===== src/rtl/display_capture.sv =====
// display_capture
//   Rebuilds the four hex digits shown on a scanned, active-low 7-segment bus.
//   Each clock the bus is registered and compared with the previous sample; a
//   pattern must stay identical (with exactly one anode low) for STABLE_CYCLES
//   consecutive samples before it is committed to its digit position.
//
// Ports
//   clock          in   1  system clock
//   reset          in   1  asynchronous, active-high reset
//   anode          in   4  digit enables, active-low; anode[0] = tenths
//   seg            in   7  segments, active-low, {g,f,e,d,c,b,a}
//   decimal_p      in   1  decimal point, active-low
//   digit0..digit3 out  4  decoded hex value per position (digit0 = tenths)
//   dp_capt        out  4  captured decimal point per position, active-high
//   digit_valid    out  4  last commit to that position was a legal code
//   frame_valid    out  1  all four digit_valid bits set
//   frame_strobe   out  1  one-cycle pulse when a full scan frame completed
//   illegal_pulse  out  1  one-cycle pulse when an unknown pattern committed
//   stale          out  1  no commit for TIMEOUT_CYCLES cycles

module display_capture #(
  parameter int STABLE_CYCLES  = 16,
  parameter int TIMEOUT_CYCLES = 2_000_000
) (
  input  logic       clock,
  input  logic       reset,
  input  logic [3:0] anode,
  input  logic [6:0] seg,
  input  logic       decimal_p,
  output logic [3:0] digit0,
  output logic [3:0] digit1,
  output logic [3:0] digit2,
  output logic [3:0] digit3,
  output logic [3:0] dp_capt,
  output logic [3:0] digit_valid,
  output logic       frame_valid,
  output logic       frame_strobe,
  output logic       illegal_pulse,
  output logic       stale
);

  localparam int CNT_W = $clog2(STABLE_CYCLES + 1);
  localparam int TMO_W = $clog2(TIMEOUT_CYCLES + 1);

  localparam logic [CNT_W-1:0] CNT_MAX = CNT_W'(STABLE_CYCLES);
  localparam logic [CNT_W-1:0] CNT_PRE = CNT_W'(STABLE_CYCLES - 2);
  localparam logic [TMO_W-1:0] TMO_MAX = TMO_W'(TIMEOUT_CYCLES);

  // sample pipeline: current sample and the one before it
  logic [3:0] samp_anode;
  logic [6:0] samp_seg;
  logic       samp_dp;
  logic [3:0] prev_anode;
  logic [6:0] prev_seg;
  logic       prev_dp;

  logic [CNT_W-1:0] stab_cnt;
  logic [CNT_W-1:0] stab_cnt_nxt;
  logic [TMO_W-1:0] tmo_cnt;
  logic [3:0]       seen_mask;
  logic [3:0]       digit_r [4];

  logic       same_sample;
  logic       selected;
  logic [1:0] pos;
  logic       commit;
  logic [3:0] dec_val;
  logic       dec_legal;

  always_ff @(posedge clock or posedge reset) begin
    if (reset) begin
      samp_anode <= 4'hF;
      samp_seg   <= 7'h7F;
      samp_dp    <= 1'b1;
      prev_anode <= 4'hF;
      prev_seg   <= 7'h7F;
      prev_dp    <= 1'b1;
    end else begin
      samp_anode <= anode;
      samp_seg   <= seg;
      samp_dp    <= decimal_p;
      prev_anode <= samp_anode;
      prev_seg   <= samp_seg;
      prev_dp    <= samp_dp;
    end
  end

  assign same_sample = ({samp_anode, samp_seg, samp_dp} == {prev_anode, prev_seg, prev_dp});

  // exactly one anode low selects a position; blanking and multi-hot do not
  always_comb begin
    selected = 1'b1;
    pos      = 2'd0;
    case (samp_anode)
      4'b1110: pos = 2'd0;
      4'b1101: pos = 2'd1;
      4'b1011: pos = 2'd2;
      4'b0111: pos = 2'd3;
      default: selected = 1'b0;
    endcase
  end

  always_comb begin
    stab_cnt_nxt = stab_cnt;
    if (!same_sample || !selected) begin
      stab_cnt_nxt = '0;
    end else if (stab_cnt != CNT_MAX) begin
      stab_cnt_nxt = stab_cnt + CNT_W'(1);
    end
  end

  // Fires only on the S-2 -> S-1 step; saturation at S keeps a long dwell
  // from ever reaching that step twice.
  assign commit = same_sample && selected && (stab_cnt == CNT_PRE);

  always_ff @(posedge clock or posedge reset) begin
    if (reset) begin
      stab_cnt <= '0;
    end else begin
      stab_cnt <= stab_cnt_nxt;
    end
  end

  always_comb begin
    dec_legal = 1'b1;
    dec_val   = 4'h0;
    case (samp_seg)
      7'h40:   dec_val = 4'h0;
      7'h79:   dec_val = 4'h1;
      7'h24:   dec_val = 4'h2;
      7'h30:   dec_val = 4'h3;
      7'h19:   dec_val = 4'h4;
      7'h12:   dec_val = 4'h5;
      7'h02:   dec_val = 4'h6;
      7'h78:   dec_val = 4'h7;
      7'h00:   dec_val = 4'h8;
      7'h10:   dec_val = 4'h9;
      7'h08:   dec_val = 4'hA;
      7'h03:   dec_val = 4'hB;
      7'h46:   dec_val = 4'hC;
      7'h21:   dec_val = 4'hD;
      7'h06:   dec_val = 4'hE;
      7'h0E:   dec_val = 4'hF;
      default: dec_legal = 1'b0;
    endcase
  end

  always_ff @(posedge clock or posedge reset) begin
    if (reset) begin
      digit_r[0]    <= 4'h0;
      digit_r[1]    <= 4'h0;
      digit_r[2]    <= 4'h0;
      digit_r[3]    <= 4'h0;
      dp_capt       <= 4'h0;
      digit_valid   <= 4'h0;
      illegal_pulse <= 1'b0;
    end else begin
      illegal_pulse <= 1'b0;
      if (commit) begin
        if (dec_legal) begin
          digit_r[pos]     <= dec_val;
          digit_valid[pos] <= 1'b1;
          dp_capt[pos]     <= ~samp_dp;
        end else begin
          digit_valid[pos] <= 1'b0;
          illegal_pulse    <= 1'b1;
        end
      end
    end
  end

  // A frame is only complete when positions 3..1 were all seen since the
  // previous tenths commit; a tenths commit always restarts the mask.
  always_ff @(posedge clock or posedge reset) begin
    if (reset) begin
      seen_mask    <= 4'h0;
      frame_strobe <= 1'b0;
    end else begin
      frame_strobe <= 1'b0;
      if (commit) begin
        if (pos == 2'd0) begin
          frame_strobe <= &seen_mask[3:1];
          seen_mask    <= 4'b0001;
        end else begin
          seen_mask[pos] <= 1'b1;
        end
      end
    end
  end

  always_ff @(posedge clock or posedge reset) begin
    if (reset) begin
      tmo_cnt <= '0;
    end else if (commit) begin
      tmo_cnt <= '0;
    end else if (tmo_cnt != TMO_MAX) begin
      tmo_cnt <= tmo_cnt + TMO_W'(1);
    end
  end

  assign stale       = (tmo_cnt == TMO_MAX);
  assign frame_valid = &digit_valid;

  assign digit0 = digit_r[0];
  assign digit1 = digit_r[1];
  assign digit2 = digit_r[2];
  assign digit3 = digit_r[3];

endmodule


===== config.mk =====
export PLATFORM = sky130hd
export DESIGN_NAME = display_capture
export DESIGN_NICKNAME = d
export VERILOG_FILES = /design/src/rtl/display_capture.sv
export SDC_FILE = /design/constraint.sdc
export NUM_CORES = 1
export LEC_CHECK = 0
export ABC_AREA = 1
export CAP_MARGIN = 20
export CORE_MARGIN = 10
export CORE_UTILIZATION = 57
export CTS_CLUSTER_DIAMETER = 50
export CTS_CLUSTER_SIZE = 12
export DETAILED_ROUTE_END_ITERATION = 12
export GPL_TIMING_DRIVEN = 0
export PLACE_DENSITY = 0.84
export SLEW_MARGIN = 25
export SYNTH_ARGS = -nofsm -noshare
export SYNTH_HDL_FRONTEND = slang
export SYNTH_SLANG_ARGS = --single-unit

===== constraint.sdc =====
create_clock -name clock -period 3.3 [get_ports clock]
set_clock_uncertainty 0.1 [all_clocks]
set_input_delay 0.66 -clock clock [delete_from_list [all_inputs] [get_ports clock]]
set_output_delay 0.66 -clock clock [all_outputs]
set_load 0.05 [all_outputs]

# Word-level counts from Yosys, hierarchy flattened
# Index checks and enable logic that the tools add are counted.
# word_totals
regBits	80
input_bits	14
output_inout_bits	28
elab_cells	89
# op_classes
n_addsub	2
order_cmp	4
n_eq_ne	24
muxes	20
bitwise	6
n_reduce_logical	16
# op_table
cell	count
4-bit one-hot mux with 15 select lines	1
21-bit two-way mux	2
7-bit == test, second input constant	4
21-bit by 1-bit adder with 21-bit output, second input constant	1
21-bit == test, second input constant	1
7-bit by 5-bit == test with 1-bit output, second input constant	3
7-bit by 6-bit == test with 1-bit output, second input constant	3
21-bit inequality test, second input constant	1
16-bit bitwise mux	1
16-bit OR reduction	1
7-bit by 2-bit == test with 1-bit output, second input constant	2
7-bit by 4-bit == test with 1-bit output, second input constant	2
12-bit == test	1
4-bit == test, second input constant	3
4-bit two-way mux	3
5-bit two-way mux	2
4-bit demux with 2-bit select	1
4-bit bitwise OR	2
7-bit by 3-bit == test with 1-bit output, second input constant	1
7-bit zero test	1
1-bit two-way mux	7
2-bit one-hot mux with 3 select lines	1
5-bit by 1-bit adder with 5-bit output, second input constant	1
5-bit by 4-bit == test with 1-bit output, second input constant	1
other kinds (21)	26

# Longest topological paths before layout
# depth
word_depth	9
depth_mapped	13
mapped_depth_nobuf	11

# Worst setup path before layout
# No wires, ideal clock.
# synth_timing
kind	reg-to-output
startpoint	reg with a tool-made name
endpoint	out frame_valid
t_arrival_ns	2.275
t_required_ns	2.540
slack_ns	0.265
stages_incl_launch_ff	3
path_buffers	0
path_cell_list	dfrtp_1 inv_1 nor4_1
# synth_rtl
item	line_no	rtl
end: declaration	36	output logic frame_valid,

# Final worst setup path
# layout_timing
startpoint	reg tmo_cnt[0]
endpoint	out stale
# layout_via
elab_chain_len	1
# layout_rtl
item	line_no	rtl
start: declaration	59	logic [TMO_W-1:0] tmo_cnt;
start signal: assignment	197	tmo_cnt <= tmo_cnt + TMO_W'(1);
21-bit == test	201	assign stale = (tmo_cnt == TMO_MAX);
end: declaration	39	output logic stale
# No other way between the ends.

==> parameters.txt <==
Parameter                              Value

Layout
  Number of filler instances in the final layout ... 553
  Antenna cell count ... 0
  Cell area after layout ... just under 5000 um^2
  Share of post-route cells with drive strength above 1 ... 14.06%
  Area growth syn-to-layout ... 19.41%
  Total Nets Final ... 590

Yosys
  Share of Yosys cell area claimed by the top area cell type ... around a third
  Mapped cell area ... between 4000 and 5000 um^2
  Largest area contributor in the synthesized netlist ... dfrtp_1
  Total number of yosys warnings ... 0
  Cell count after synthesis ... about 520
  Library cells used by synthesis ... 32
  Synthesized netlist net count ... 537
  #FFs+latches synth ... 79
  Main area contributors after synthesis ... dfrtp_1, dfstp_2, nand2_1, nor2_1, nand3_1
  Sequential area share after synthesis ... 49.64%
  Avg Cell Area, Syn ... 7.804 um^2

Drt
  WL final ... 8898 um
  Number of DRC markers in iteration 0 ... 165
  Detail-routed via count per cell ... 5.244
  DRT antenna net count ... 0
  Vias after detailed routing ... 3524
  1st-pass router iterations ... 5
  Average routed wire per standard cell ... 13.24 um
  Remaining routing DRC violations ... 0

STA
  Post-route fraction of the period consumed by the critical path ... 84.17%
  Highest attainable clock frequency ... around 360 MHz
  Total count of hold-check failures in the final report ... 0
  Hold_ws ... 270.4 ps
  Final-report setup violation count ... 0
  Unrepaired setup endpoints after global routing ... false
  Max Transition Viols Final ... 0
  Actual slew at the worst max-slew pin ... 519.7 ps
  Fin crit period ... around 2800 ps
  PnR worst setup slack ... 522.5 ps
  Worst-case headroom to the max-slew limit ... 65.24%

Worst setup path
  Highest net fanout along the worst path ... 6
  Worst Path Class, Setup ... reg2out
  Number of buffer and inverter stages on the critical path ... 3
  CP delay by family, top ... buffers and inverters
  Critical path cell sequence ... inv_1, ha_1, nand2_1, nor3_1, nand3_1, inv_1, dlymetal6s2s_1
  Most Frequent Cell on Critical Path ... inv_1
  R2r worst-path depth ... 13
  Critical path depth ... 7
  Type of element capturing the critical path ... primary output
  Critical path launch point type ... flop
  Cell with the largest stage delay on the worst path ... dfrtp_1
  Biggest cell delay along the critical path ... 450 ps
  Worst endpoint data arrival time ... 2020 ps
  Critical path data required time ... between 2000 and 3000 ps

Global route
  Number of antenna violations at the first check in global routing ... 0
  Leftover overflow at the end of global routing ... 0
  Global-route wire length before repair ... 15530 um
  Global-route total usage across every layer ... 16.81%
  Largest net degree at the start of global routing ... 54
  Via count of the first global-routing pass ... 3473

Placed design
  Last weighted congestion value of the routability-driven placer ... 0.9297
  Cell area after placement ... 4603 um^2
  IO Port Bufs ... just over 40
  HPWL reported at the end of detailed placement ... between 6000 and 7000 um
  Minimum setup slack after placement ... ~520 ps

CTS
  Number of buffers inserted to repair setup after CTS ... 0
  Clock latency reported for the late side of the worst-skew pair ... 350 ps
  CTS root buf ... clkbuf_8
  Clk slew on worst S/H paths ... 80 ps
  CTS tree ... built
  Clock Sink Count ... between 70 and 80
  Bufs on Longest Clock Path ... 2
  Number of clock buffers inserted by TritonCTS ... 9
  Depth of the CTS H-tree ... 3

Power and ir drop
  Static leakage power ... 2.493 nW
  Power per cell area ... 398.7 nW/um^2
  VDD IR-drop max ... 468.8 uV

Floorplan
  Number of cell rows ... 30
  Core area ... between 6000 and 7000 um^2
  Starting utilization of the core area ... 59.18%
  Die X ... around 100 um
  Die Y-Extent ... 104.2 um
  Die area ... 10860 um^2
  Num ports ... 42

Min path
  Cell depth of the worst min-delay path ... 0
  Class of the worst hold path ... reg2reg

Outcome
  Outcome ... completed

Run
  Reported max-cap violation count ... 0
flip-flops by register name (all words and copies together), names as in the netlist, 4 cells and up, named ones only:
signal and count:
tmo_cnt 21, prev_seg 7, samp_seg 7, stab_cnt 5, digit0 4, digit1 4, digit2 4, digit3 4
dp_capt 4, prev_anode 4, samp_anode 4
routing by layer:
metal	part of all wire (%)	wire length (um)	track usage [%]	vias to the layer above
met5	0	0	0	-
li1	-	-	-	1723
met1	41	3630	19.48	1650
met4	2.1	184	6.163	0
met2	51	4501	28.78	127
met3	6.5	582	4.833	24
timing repair:
item	CTS	global route
setup endpoints to repair	0	1
endpoints found under the hold margin	0	0
hold buffers	0	0
gates resized for setup	0	1
cells in the mapped netlist:
cell type	n
o211ai_1	5
o21bai_1	2
xnor2_1	1
inv_1	69
o221ai_1	1
dfstp_2	24
o21ai_0	8
nand4_2	1
inv_2	14
nand3_2	1
buf_4	4
nor2_4	5
nor3_2	1
nand2_4	1
nand3_1	58
buf_6	1
nor4_1	2
o21ai_1	1
nor2_2	4
nand3b_1	1
or2_2	1
nand2_2	5
nor3_1	14
nand2_1	134
nor2_8	1
nand4_1	12
ha_1	5
nor2_1	79
nand3_4	1
dfrtp_1	55
a21oi_1	3
xor2_1	4
stage by stage:
stage	power, mW	utilization [%]	std cells	TNS, ps
after floorplan	1.101	-	518	0
after global placement	1.134	66.94	655	-33070
after detailed placement	1.144	67.38	656	0
after CTS	1.939	70.62	672	0
after global routing	2.001	70.66	672	0
final	1.924	70.66	672	0
area by class of cell:
cell class / count / area (um^2) / area share (%)
Sequential cell: 79 / 2007 / 41.58
Multi-Input combinational cell: 351 / 1683 / 34.86
Timing Repair Buffer: 42 / 440.4 / 9.124
Inverter: 83 / 314.1 / 6.506
Clock buffer: 10 / 137.6 / 2.851
Tap cell: 96 / 120.1 / 2.488
Clock inverter: 6 / 83.83 / 1.737
Buffer: 5 / 41.29 / 0.8554
layout by cell type (no fill, tap or decap), drive strengths merged:
cell type and count:
nand3 60, inv 83, buf 6, nor3 15, nand3b 1, clkinvlp 2, dfrtp 55, nor4 2
xnor2 1, dlymetal6s2s 1, or2 1, o221ai 1, bufinv 2, nor2 89, xor2 4, nand4 13
dfstp 24, clkbuf 10, a21oi 3, ha 5, o211ai 5, nand2 140, clkinv 2, o21bai 2
clkdlybuf4s50 40, o21ai 9
power by group:
| group | total, mW | internal, mW | switching (mW) |
|---|---|---|---|
| clock | 0.799 | 0.443 | 0.356 |
| combinational | 0.114 | 0.0407 | 0.0734 |
| sequential | 1.01 | 0.995 | 0.0165 |
path summary, 6_finish.rpt:
check / startpoint / endpoint / slack, ps
setup reg to reg: samp_anode[3] / digit0[0] / 1210
min in group asynchronous: reset / tmo_cnt[0] / 530
setup / recovery: tmo_cnt[0] / stale / 520
max in group asynchronous: reset / samp_seg[3] / 1950
hold reg to reg: samp_anode[3] / prev_anode[3] / 270
hold / removal: samp_anode[3] / prev_anode[3] / 270
cell families (layout without fill, tap and decap cells):
group | count (synthesis) | after routing | share of synthesized area (%)
xor+xnor | 5 | 5 | 1.083
buf+inv | 88 | 146 | 8.728
flops | 79 | 79 | 49.64
simple gates | 321 | 321 | 35.99
fa+ha+maj | 5 | 5 | 1.548
compound gates | 20 | 20 | 3.002
No activity file was read; power rests on OpenSTA's default activity.
